[src/rtl/iomem_pwm_leds.sv]
// Memory-mapped NCH-channel PWM LED driver on the picosoc iomem bus.
// Duty values are double-buffered and only take effect at each period wrap, so outputs never glitch.
module iomem_pwm_leds #(
    parameter int          NCH     = 8,
    parameter logic [7:0]  ADDR_HI = 8'h04
) (
    input  logic           clk,
    input  logic           resetn,
    input  logic           iomem_valid,
    output logic           iomem_ready,
    input  logic [3:0]     iomem_wstrb,
    input  logic [31:0]    iomem_addr,
    input  logic [31:0]    iomem_wdata,
    output logic [31:0]    iomem_rdata,
    output logic [NCH-1:0] pwm_out,
    output logic           period_irq
);
    localparam int IW = (NCH > 1) ? $clog2(NCH) : 1;

    // Handshake: a request is accepted when valid is high, the address matches
    // and ready is low; ready then pulses for exactly one cycle, with rdata loaded
    // on the same edge and held until the next accepted request.
    logic          ready_q;
    logic [31:0]   rdata_q, rdata_d;
    logic          en_q, inv_q;
    logic [15:0]   prescale_q;
    logic [7:0]    period_q;
    logic [7:0]    duty_q   [NCH];
    logic [7:0]    shadow_q [NCH];
    logic [15:0]   pcnt_q, pcnt_d;
    logic [7:0]    count_q, count_d;
    logic          wrap_flag_q, wrap_flag_d;
    logic          irq_q, irq_d;
    logic [NCH-1:0] pwm_q, pwm_d;

    logic          sel, wr, status_rd, tick, wrap_evt;
    logic [7:0]    off;
    logic [5:0]    word;
    logic          duty_hit;
    logic [IW-1:0] didx;
    logic          unused_bits;

    assign unused_bits = ^{iomem_addr[23:8], iomem_wdata[31:16]};

    assign sel       = iomem_valid && (iomem_addr[31:24] == ADDR_HI) && !ready_q;
    assign wr        = sel && (iomem_wstrb != 4'b0000);
    assign off       = iomem_addr[7:0];
    assign word      = off[7:2];
    assign status_rd = sel && (iomem_wstrb == 4'b0000) && (off == 8'h0C);
    assign duty_hit  = (off[1:0] == 2'b00) && (word >= 6'd4) && (word < 6'(NCH + 4));
    assign didx      = IW'(word - 6'd4);

    always_comb begin
        rdata_d = rdata_q;
        if (sel) begin
            rdata_d = 32'h0;
            case (off)
                8'h00:   rdata_d = {30'h0, inv_q, en_q};
                8'h04:   rdata_d = {16'h0, prescale_q};
                8'h08:   rdata_d = {24'h0, period_q};
                8'h0C:   rdata_d = {15'h0, wrap_flag_q, count_q, 7'h0, en_q};
                default: if (duty_hit) rdata_d = {24'h0, duty_q[didx]};
            endcase
        end
    end

    assign tick     = en_q && (pcnt_q == prescale_q);
    assign wrap_evt = tick && (count_q == period_q);

    always_comb begin
        pcnt_d      = pcnt_q;
        count_d     = count_q;
        wrap_flag_d = wrap_flag_q;
        irq_d       = wrap_evt;
        if (!en_q) begin
            pcnt_d  = 16'h0;
            count_d = 8'h0;
        end else if (tick) begin
            pcnt_d  = 16'h0;
            // Counting past a lowered PERIOD rolls over through 255 back to 0.
            count_d = wrap_evt ? 8'h0 : count_q + 8'd1;
        end else begin
            pcnt_d  = pcnt_q + 16'd1;
        end
        if (status_rd) wrap_flag_d = 1'b0;
        if (wrap_evt)  wrap_flag_d = 1'b1;
    end

    always_comb begin
        pwm_d = '0;
        for (int i = 0; i < NCH; i++) begin
            pwm_d[i] = (en_q && (count_q < shadow_q[i])) ^ inv_q;
        end
    end

    always_ff @(posedge clk or negedge resetn) begin
        if (!resetn) begin
            ready_q     <= 1'b0;
            rdata_q     <= 32'h0;
            en_q        <= 1'b0;
            inv_q       <= 1'b0;
            prescale_q  <= 16'h0;
            period_q    <= 8'h0;
            pcnt_q      <= 16'h0;
            count_q     <= 8'h0;
            wrap_flag_q <= 1'b0;
            irq_q       <= 1'b0;
            pwm_q       <= '0;
            for (int i = 0; i < NCH; i++) begin
                duty_q[i]   <= 8'h0;
                shadow_q[i] <= 8'h0;
            end
        end else begin
            ready_q     <= sel;
            rdata_q     <= rdata_d;
            pcnt_q      <= pcnt_d;
            count_q     <= count_d;
            wrap_flag_q <= wrap_flag_d;
            irq_q       <= irq_d;
            pwm_q       <= pwm_d;
            // Shadows sample the pre-write duty, so a write on the wrap edge waits a period.
            if (!en_q || wrap_evt) begin
                for (int i = 0; i < NCH; i++) begin
                    shadow_q[i] <= duty_q[i];
                end
            end
            if (wr) begin
                case (off)
                    8'h00: if (iomem_wstrb[0]) {inv_q, en_q} <= iomem_wdata[1:0];
                    8'h04: begin
                        if (iomem_wstrb[0]) prescale_q[7:0]  <= iomem_wdata[7:0];
                        if (iomem_wstrb[1]) prescale_q[15:8] <= iomem_wdata[15:8];
                    end
                    8'h08: if (iomem_wstrb[0]) period_q <= iomem_wdata[7:0];
                    default: if (duty_hit && iomem_wstrb[0]) duty_q[didx] <= iomem_wdata[7:0];
                endcase
            end
        end
    end

    assign iomem_ready = ready_q;
    assign iomem_rdata = rdata_q;
    assign pwm_out     = pwm_q;
    assign period_irq  = irq_q;
endmodule

[config.mk]
export PLATFORM = sky130hd
export DESIGN_NAME = iomem_pwm_leds
export DESIGN_NICKNAME = d
export VERILOG_FILES = /design/src/rtl/iomem_pwm_leds.sv
export SDC_FILE = /design/constraint.sdc
export NUM_CORES = 1
export LEC_CHECK = 0
export CAP_MARGIN = 15
export CORE_UTILIZATION = 50
export DETAILED_ROUTE_END_ITERATION = 16
export GPL_ROUTABILITY_DRIVEN = 0
export MAX_ROUTING_LAYER = met4
export PLACE_DENSITY = 0.72
export SLEW_MARGIN = 10
export SYNTH_ARGS = -nofsm -noshare
export SYNTH_HDL_FRONTEND = slang
export SYNTH_SLANG_ARGS = --single-unit
[constraint.sdc]
create_clock -name clk -period 3 [get_ports clk]
set_clock_uncertainty 0.05 [all_clocks]
set_input_delay 0.6 -clock clk [delete_from_list [all_inputs] [get_ports clk]]
set_output_delay 0.6 -clock clk [all_outputs]
set_load 0.1 [all_outputs]
# Yosys cells after proc, flatten, opt, wreduce, memory -nomap -nowiden
# Index checks and enable logic that the tools add are counted.
# classes
n_mux	15
n_eq_ne	7
n_addsub	3
n_lt_le_gt_ge	12
reduce_logical	33
n_bitwise	10
# op_table
cell	n
17-bit case mux with 4 select lines	1
64-bit bitwise mux	1
8-bit less-than comparator	8
8-bit two-way mux	7
16-bit two-way mux	2
8-bit binary-select mux with 3-bit select	1
8-bit demux with 3-bit select	1
1-bit logical AND	19
16-bit by 1-bit adder with 16-bit output (second input constant)	1
16-bit == test	1
8-bit by 3-bit == test with 1-bit output (second input constant)	2
8-bit by 4-bit == test with 1-bit output (second input constant)	2
3-bit AND reduction	5
8-bit by 1-bit adder with 8-bit output (second input constant)	1
8-bit == test	1
8-bit logical NOT	1
1-bit XOR	8
6-bit by 3-bit greater-or-equal comparator with 1-bit output (second input constant)	1
6-bit by 4-bit less-than comparator with 1-bit output (second input constant)	1
4-bit greater-or-equal comparator (second input constant)	1
4-bit logical NOT	1
4-bit by 1-bit less-than comparator with 1-bit output (second input constant)	1
3-bit NOT with 4-bit output	1
4-bit nonzero test	1
other kinds (9)	11
# totals
in_bits	71
output_inout_bits	42
regBits	221
elab_cells	108

# Longest topological paths before layout
# Gate-level depths: netlist of the first run.
# depth
ltp_word	7
depth_mapped	7
mapped_depth_nobuf	7

# Worst setup path before layout of the first run
# No wires, ideal clock.
# synth_timing
path_type	input to register
startpoint	in iomem_addr[1]
endpoint	reg prescale_q[10]
t_required_ns	2.825
n_path_buf	0
setup_slack_ns	0.287
stages	5
arrival_ns	2.538
cell_sequence	or4_1 > or3_1 > or3_4 > nor3b_4 > mux2_2
# synth_between
elab_chain_len	2
# synth_rtl
element	line_no	source
start: declaration	12	input logic [31:0] iomem_addr,
8-bit by 3-bit == test with 1-bit output	128	case (off)
3-bit AND reduction (no source line)	--	
end signal: assignment	132	if (iomem_wstrb[1]) prescale_q[15:8] <= iomem_wdata[15:8];
end: declaration	26	logic [15:0] prescale_q;
# Every way passes these cells.
# A chain may end at the register's enable or synchronous reset.

# Worst setup path after layout of the first run
# layout_timing
startpoint	in iomem_addr[1]
endpoint	reg prescale_q[13]
# Same word-level chain as after synthesis.

==> results_dict.tcl, run 1 <==
set metrics [dict create \
    finalNetCount 1113 \
    drcViolationCount 0 \
    synthTopCellsByCount "dfrtp_1, mux2_2, inv_1" \
    cts_tree "built" \
    r2r_start "pcnt_q[6]$_DFF_PN0_" \
    yosysTopAreaCellShare 0.479 \
    worstPathCellList "clkdlybuf4s50_1 > or4_1 > or3_1 > or3_4 > nor3b_4 > buf_12 > mux2_2" \
    cts_resized 0 \
    rr_worst_depth 6 \
    numClockSinks 206 \
    die_width_um 149 \
    stdcell_count 1273 \
    end_kind "flip-flop" \
    relSlewSlack 0.554 \
    drive_gt1_frac 0.286 \
    cts_max_path_buffers 3 \
    timing.hold.ws_ns 0.00160 \
    cp_num_buf_inv 2 \
    area_delta_synth_final_pct 17.6 \
    setup_viol 0 \
    fmax_mhz 372 \
    dp.cells 1234 \
    synth_edf_count 0 \
    slowest_delay_ns 0.54 \
    hold_viol_final 0 \
    die_h_um 149 \
    initial_core_util 0.511 \
    die-area_um2 22100 \
    postCtsSetupBuffers 0 \
    worstPathArrival_ns 3.02 \
    cts_made_buffers 23 \
    drtIter0Drc 301 \
    dr_total_vias 7177 \
    required_ns 3.33 \
    power.leakage_nw 6.02 \
    clk_pin_slew_ns 0.06 \
    ios 113 \
    gr-total-overflow 0 \
    synth_top_cell_by_area "dfrtp_1" \
    r2r_slack_ns 0.35 \
    fin_crit_sh 0.897 \
    worst_slew_pin_slew_ns 0.669 \
    antenna_found_initial 0 \
    holdCritPathClass "in2async" \
    io_buffers 65 \
    avgSynthCellArea_um2 12.1 \
    diodes 0 \
    slew_viol_final 0 \
    htree_levels 1 \
    synth_seq_cells 206 \
    first_pass_iters 5 \
    yosys_warnings 0 \
    ir_drop_mv 0.386 \
    netlist_area_um2 10800 \
    clock_tree.root_cell "clkbuf_16" \
    critPathTopFamily "simple AND/OR/NAND/NOR gates" \
    final.min_clock_period_ns 2.69 \
    setup-tns-final_ns 0 \
    worst_setup_path_start_kind "primary input" \
    hpwl_um 17500 \
    grt.total_usage 0.243 \
    synth_seq_area_share 0.479 \
    synth_cells 893 \
    wl_per_cell_um 19.6 \
    max-cap-violations 0 \
    synth_cell_types 50 \
    crit_cells 7 \
    grt_pass1_wl_um 39800 \
    power_density_nw_per_um2 461 \
    grt_pass1_vias 7350 \
    ant_nets 0 \
    insertion_delay_ns 0.50 \
    crit_type "in2reg" \
    yosysMostFrequentCell "dfrtp_1" \
    outcome "finished, final reports clean" \
    startpoint "iomem_addr[1]" \
    synth_flop_cell "dfrtp_1" \
    vias_per_cell 5.64 \
    synth.area.top_cells "dfrtp_1, mux2_2, ha_1" \
    grt_setup_unrepaired "false" \
    cp_max_fo 8 \
    core_um2 21100 \
    synthArstFlopShare 1.00 \
    slowest_stage "or4_1" \
    grt_max_degree 56 \
    hold_buffers 0 \
    routed_wl_um 25000 \
    num_rows 53 \
]
[cell type report]
type	count	area, um2
fillers	1711	8430
flip-flops and latches	206	5150
multi-input cells	576	5140
repair buffers	106	1030
clock buffers	30	642
well taps	275	344
inverters	71	267
clock inverters	9	76.3
[final timing paths]
kind	to
max	prescale_q[13]$_DFFE_PN0P_
max reg2reg	shadow_q[57]$_DFFE_PN0P_
min in group clk	iomem_rdata[12]$_DFFE_PN0P_
min reg2reg	iomem_rdata[12]$_DFFE_PN0P_
max in group asynchronous	duty_q[17]$_DFFE_PN0P_
min	pwm_out[3]$_DFF_PN0_
[layout by cell type, fill, tap and decap left out, types with 6 or more instances in the layout]
| cell type | instances |
|---|---|
| nor2_1 | 31 |
| a22oi_1 | 6 |
| xor2_1 | 15 |
| and4_1 | 9 |
| a21o_1 | 16 |
| mux4_2 | 16 |
| a2111o_1 | 8 |
| or3_1 | 15 |
| a21oi_1 | 27 |
| clkinv_2 | 6 |
| mux2i_1 | 26 |
| conb_1 | 15 |
| mux2_1 | 7 |
| nand2_1 | 32 |
| buf_4 | 56 |
| clkbuf_16 | 23 |
| ha_1 | 58 |
| o21ai_0 | 24 |
| mux2_2 | 148 |
| o21a_1 | 7 |
| dfrtp_1 | 206 |
| nand2b_1 | 10 |
| o221ai_1 | 7 |
| buf_12 | 12 |
| inv_1 | 71 |
| nand4_1 | 18 |
| xnor2_1 | 23 |
| clkdlybuf4s50_1 | 35 |
| o211ai_1 | 8 |
| nand3_1 | 10 |
[where the power goes]
group          leakage (nW)  internal, mW  switching, mW
Combinational          2.79        0.0899          0.270
Sequential             2.87          2.79        0.00440
Clock                 0.358          1.59           1.10
[cells by family (layout without fill, tap and decap cells)]
logic type	after synthesis	after routing	share of synthesized area
multiplexers	197	197	0.220
AND/OR/NAND/NOR	158	158	0.0835
buffers and inverters	125	216	0.0502
flip-flops	206	206	0.479
adder cells (fa/ha/maj)	58	58	0.0674
AO/OA/AOI/OAI	110	110	0.0692
other	1	15	0.000348
XOR/XNOR	38	38	0.0309
[metal layers]
metal  part of all wire  track usage
met1               0.45        0.316
met2               0.48        0.383
met3              0.039       0.0385
met4              0.038       0.0929
met5                  0            -
[worst reg2reg max path, cell delays in order (launching register included)]
cell	delay, ns
dfrtp_1	0.45
xnor2_1	0.18
nand4_1	0.16
or4_1	0.64
o21ai_4	0.45
buf_4	0.27
mux2_2	0.34
[through the flow]
step	worst slack, ns	cell area [um2]	util	total power, mW
after global placement	-0.147	11900	0.566	3.20
after global routing	0.187	12700	0.600	6.02
after CTS	0.327	12700	0.600	5.90
after detailed placement	-0.184	11900	0.566	3.21
after floorplan	0.287	10800	-	3.06
final	0.309	12700	0.600	5.84
[registers in the layout (all words and copies together) (netlist names)]
register and count:
count_q 8, duty_q 64, en_q 1, inv_q 1, iomem_rdata 17, iomem_ready 1
pcnt_q 16, period_irq 1, period_q 8, prescale_q 16, pwm_out 8, shadow_q 64
wrap_flag_q 1
No activity file was read; power rests on OpenSTA's default activity.
==> inputs of run 2 (changes only) <==
- MAX_ROUTING_LAYER: met4 -> default
==> results_dict.tcl, run 2 (synthesis gave the netlist of run 1 again) <==
set metrics [dict create \
    finalNetCount 1113 \
    insertion_delay_ns 0.50 \
    numClockSinks 206 \
    ir_drop_mv 0.385 \
    vias_per_cell 5.64 \
    grt_max_degree 56 \
    clk_pin_slew_ns 0.06 \
    cts_max_path_buffers 3 \
    cp_max_fo 8 \
    holdCritPathClass "in2async" \
    worstPathCellList "clkdlybuf4s50_1 > or4_1 > or3_1 > or3_4 > nor3b_4 > buf_12 > mux2_2" \
    hpwl_um 17500 \
    outcome "finished with violations" \
    timing.hold.ws_ns -0.00516 \
    postCtsSetupBuffers 0 \
    finalPower_mw 5.84 \
    fin_crit_sh 0.899 \
    slew_viol_final 0 \
    drtIter0Drc 300 \
    pre_cts_ws_ns -0.184 \
    setup_viol 0 \
    postLayoutCoreUtil 0.600 \
    hold_buffers 0 \
    dr_total_vias 7184 \
    ios 113 \
    cts_tree "built" \
    cts_made_buffers 23 \
    end_kind "flip-flop" \
    crit_cells 7 \
    first_pass_iters 4 \
    max-cap-violations 0 \
    slowest_stage "or4_1" \
    area_delta_synth_final_pct 17.6 \
    rr_worst_depth 6 \
    gr-total-overflow 0 \
    crit_type "in2reg" \
    power.leakage_nw 6.02 \
    fin_ws_ns 0.303 \
    required_ns 3.33 \
    drive_gt1_frac 0.286 \
    slowest_delay_ns 0.54 \
    initial_core_util 0.511 \
    relSlewSlack 0.554 \
    clock_tree.root_cell "clkbuf_16" \
    worstPathArrival_ns 3.03 \
    cts_resized 0 \
    worst_slew_pin_slew_ns 0.666 \
    final_common_cell "dfrtp_1" \
    grt_pass1_wl_um 39800 \
    hold_viol_final 1 \
    violations "negative hold slack" \
    ant_nets 0 \
    antenna_found_initial 0 \
    final.min_clock_period_ns 2.70 \
    cp_num_buf_inv 2 \
    die-area_um2 22100 \
    fmax_mhz 371 \
    grt_setup_unrepaired "false" \
    critPathTopFamily "simple AND/OR/NAND/NOR gates" \
    mostFrequentLayoutCells "dfrtp_1, mux2_2, inv_1" \
    drcViolationCount 0 \
    diodes 0 \
    die_width_um 149 \
    power_density_nw_per_um2 461 \
    grt.total_usage 0.235 \
    worst_setup_path_start_kind "primary input" \
    setup-tns-final_ns 0 \
    core_um2 21100 \
    io_buffers 65 \
    num_rows 53 \
    htree_levels 1 \
    grt_pass1_vias 7369 \
    wl_per_cell_um 19.6 \
    routed_wl_um 24900 \
    die_h_um 149 \
]
==> run 2: cell counts in the layout (fill, tap and decap cells not counted) <==
Identical to the previous run, type by type.
==> run 2: layout make-up <==
type,instances,area (um2)
Sequential cell,206,5150
Inverter,71,267
Clock buffer,30,642
Timing Repair Buffer,106,1030
Tap cell,275,344
Multi-Input combinational cell,576,5140
Clock inverter,9,76.3
Fill cell,1711,8430
==> run 2: power by group <==
group          leakage (nW)  switching, mW  internal, mW
combinational          2.79          0.270        0.0899
clock                 0.358           1.10          1.59
sequential             2.87        0.00444          2.79
total                  6.02           1.37          4.46
==> run 2: metal layers <==
| layer | vias to the layer above | part of all wire | track usage |
|---|---|---|---|
| li1 | 3351 | - | - |
| met1 | 3624 | 0.44 | 0.314 |
| met2 | 157 | 0.48 | 0.385 |
| met3 | 52 | 0.039 | 0.0388 |
| met4 | 0 | 0.039 | 0.0929 |
| met5 | - | 0 | 0 |
==> run 2: worst paths after layout <==
kind / endpoint / slack [ns] / from
min in group clk: iomem_rdata[12]$_DFFE_PN0P_ / 0.43 / iomem_rdata[12]$_DFFE_PN0P_
max in group asynchronous: duty_q[1]$_DFFE_PN0P_ / 2.14 / resetn
worst min-delay path: pwm_out[0]$_DFF_PN0_ / -0.005 / resetn
worst max register to register: shadow_q[57]$_DFFE_PN0P_ / 0.35 / pcnt_q[6]$_DFF_PN0_
worst max-delay path: prescale_q[13]$_DFFE_PN0P_ / 0.30 / iomem_addr[1]
worst min register to register: iomem_rdata[12]$_DFFE_PN0P_ / 0.43 / iomem_rdata[12]$_DFFE_PN0P_
==> run 2: stage by stage <==
step                std cells  instance area [um2]  hold WS, ns
floorplan                 907                10800        0.254
global placement         1234                11900        0.418
detailed placement       1234                11900        0.422
CTS                      1273                12700      0.00204
global route             1273                12700       0.0129
finish                   1273                12700     -0.00516
==> run 2: worst register-to-register path, delay by kind of cell (launching register included) <==
kind | cells | cell delay, ns
AO/OA/AOI/OAI | 1 | 0.45
multiplexers | 1 | 0.34
XOR/XNOR | 1 | 0.18
buffers and inverters | 1 | 0.27
AND/OR/NAND/NOR | 2 | 0.80
flip-flops | 1 | 0.44
==> inputs of run 3 (changes only) <==
- CORE_MARGIN: default -> 5
==> results_dict.tcl, run 3 (synthesis gave the netlist of run 1 again) <==
set metrics [dict create \
    hold_buffers 0 \
    ant_nets 0 \
    slew_viol_final 0 \
    grt_pass1_vias 7411 \
    insertion_delay_ns 0.52 \
    grt_max_degree 71 \
    initial_core_util 0.511 \
    dr_total_vias 7208 \
    num_rows 53 \
    worst_setup_path_start_kind "primary input" \
    cts_max_path_buffers 3 \
    routed_wl_um 25300 \
    max-cap-violations 0 \
    stdcell_count 1274 \
    cts_made_buffers 23 \
    vias_per_cell 5.66 \
    final.min_clock_period_ns 2.65 \
    gr-total-overflow 0 \
    diodes 0 \
    hold_viol_final 0 \
    hpwl_um 17800 \
    crit_type "in2reg" \
    die-area_um2 24600 \
    io_buffers 65 \
    fin_crit_sh 0.885 \
    end_kind "flip-flop" \
    cts_tree "built" \
    die_width_um 157 \
    dp.cells 1232 \
    antenna_found_initial 0 \
    finalPower_mw 5.93 \
    worstPathArrival_ns 2.99 \
    ir_drop_mv 0.400 \
    drcViolationCount 0 \
    holdCritPathClass "in2async" \
    clock_tree.root_cell "clkbuf_16" \
    die_h_um 157 \
    finalNetCount 1111 \
    drive_gt1_frac 0.285 \
    power_density_nw_per_um2 469 \
    first_pass_iters 5 \
    relSlewSlack 0.509 \
    grt_setup_unrepaired "false" \
    grt.total_usage 0.210 \
    worst_slew_pin_slew_ns 0.736 \
    wl_per_cell_um 19.9 \
    r2r_slack_ns 0.38 \
    area_delta_synth_final_pct 17.5 \
    power.leakage_nw 6.02 \
    cp_max_fo 8 \
    grt_pass1_wl_um 40700 \
    numClockSinks 206 \
    outcome "finished, final reports clean" \
    postCtsSetupBuffers 0 \
    drtIter0Drc 430 \
    final_common_cell "dfrtp_1" \
    htree_levels 1 \
    cts_resized 0 \
    core_um2 21100 \
    fin_ws_ns 0.345 \
    ios 113 \
    pre_cts_ws_ns -0.172 \
    required_ns 3.34 \
    mostFrequentLayoutCells "dfrtp_1, mux2_2, inv_1" \
    fmax_mhz 377 \
    setup_viol 0 \
    clk_pin_slew_ns 0.06 \
]
run 3: cell count changes in the layout (fill, tap and decap cells not counted):
cell	change
inv_16	+1
clkbuf_1	+1
clkinv_2	-3
buf_4	+1
buf_12	-3
bufinv_16	-1
clkbuf_8	+5
run 3: final cells by class:
class,count,area [um2]
multi-input combinational,576,5140
sequential,206,5150
clock inverter,6,51.3
tap,275,344
inverter,71,267
clock buffer,36,714
fill,1698,8430
timing repair buffer,104,982
run 3: path summary, 6_finish.rpt:
kind,start,end,cells after the start
worst max-delay path,iomem_addr[1],prescale_q[14]$_DFFE_PN0P_,7
worst min-delay path,resetn,pwm_out[0]$_DFF_PN0_,1
worst max register to register,pcnt_q[10]$_DFF_PN0_,shadow_q[5]$_DFFE_PN0P_,6
worst min register to register,iomem_rdata[12]$_DFFE_PN0P_,iomem_rdata[12]$_DFFE_PN0P_,2
max in group asynchronous,resetn,wrap_flag_q$_DFFE_PN0P_,2
min in group clk,iomem_rdata[12]$_DFFE_PN0P_,iomem_rdata[12]$_DFFE_PN0P_,2
run 3: power breakdown:
part	total, mW	internal (mW)	switching, mW
Clock	2.78	1.65	1.14
Combinational	0.360	0.0896	0.271
Sequential	2.79	2.79	0.00439
Total	5.93	4.52	1.41
run 3: metal layers:
layer  track usage  share of wire  wire length, um  up-vias
met1         0.297           0.44            11200     3651
met4        0.0529          0.025              620        0
met3        0.0263          0.048             1200       37
met2         0.347           0.49            12300      168
li1              -              -                -     3352
met5             0              0                0        -
run 3: metrics by stage:
step	TNS, ns	instance area, um2	hold slack [ns]	util
floorplan	0	10800	0.254	-
CTS	0	12700	0.0272	0.600
global route	0	12700	0.0453	0.600
detailed placement	-5.82	11900	0.422	0.564
global placement	-3.26	11900	0.417	0.564
finish	0	12700	0.0113	0.600
run 3: critical path, cell delays in order:
cell and delay (ns):
clkdlybuf4s50_1 0.39, or4_1 0.53, or3_1 0.35, or3_4 0.39, nor3b_4 0.25, buf_12 0.15
mux2_2 0.33
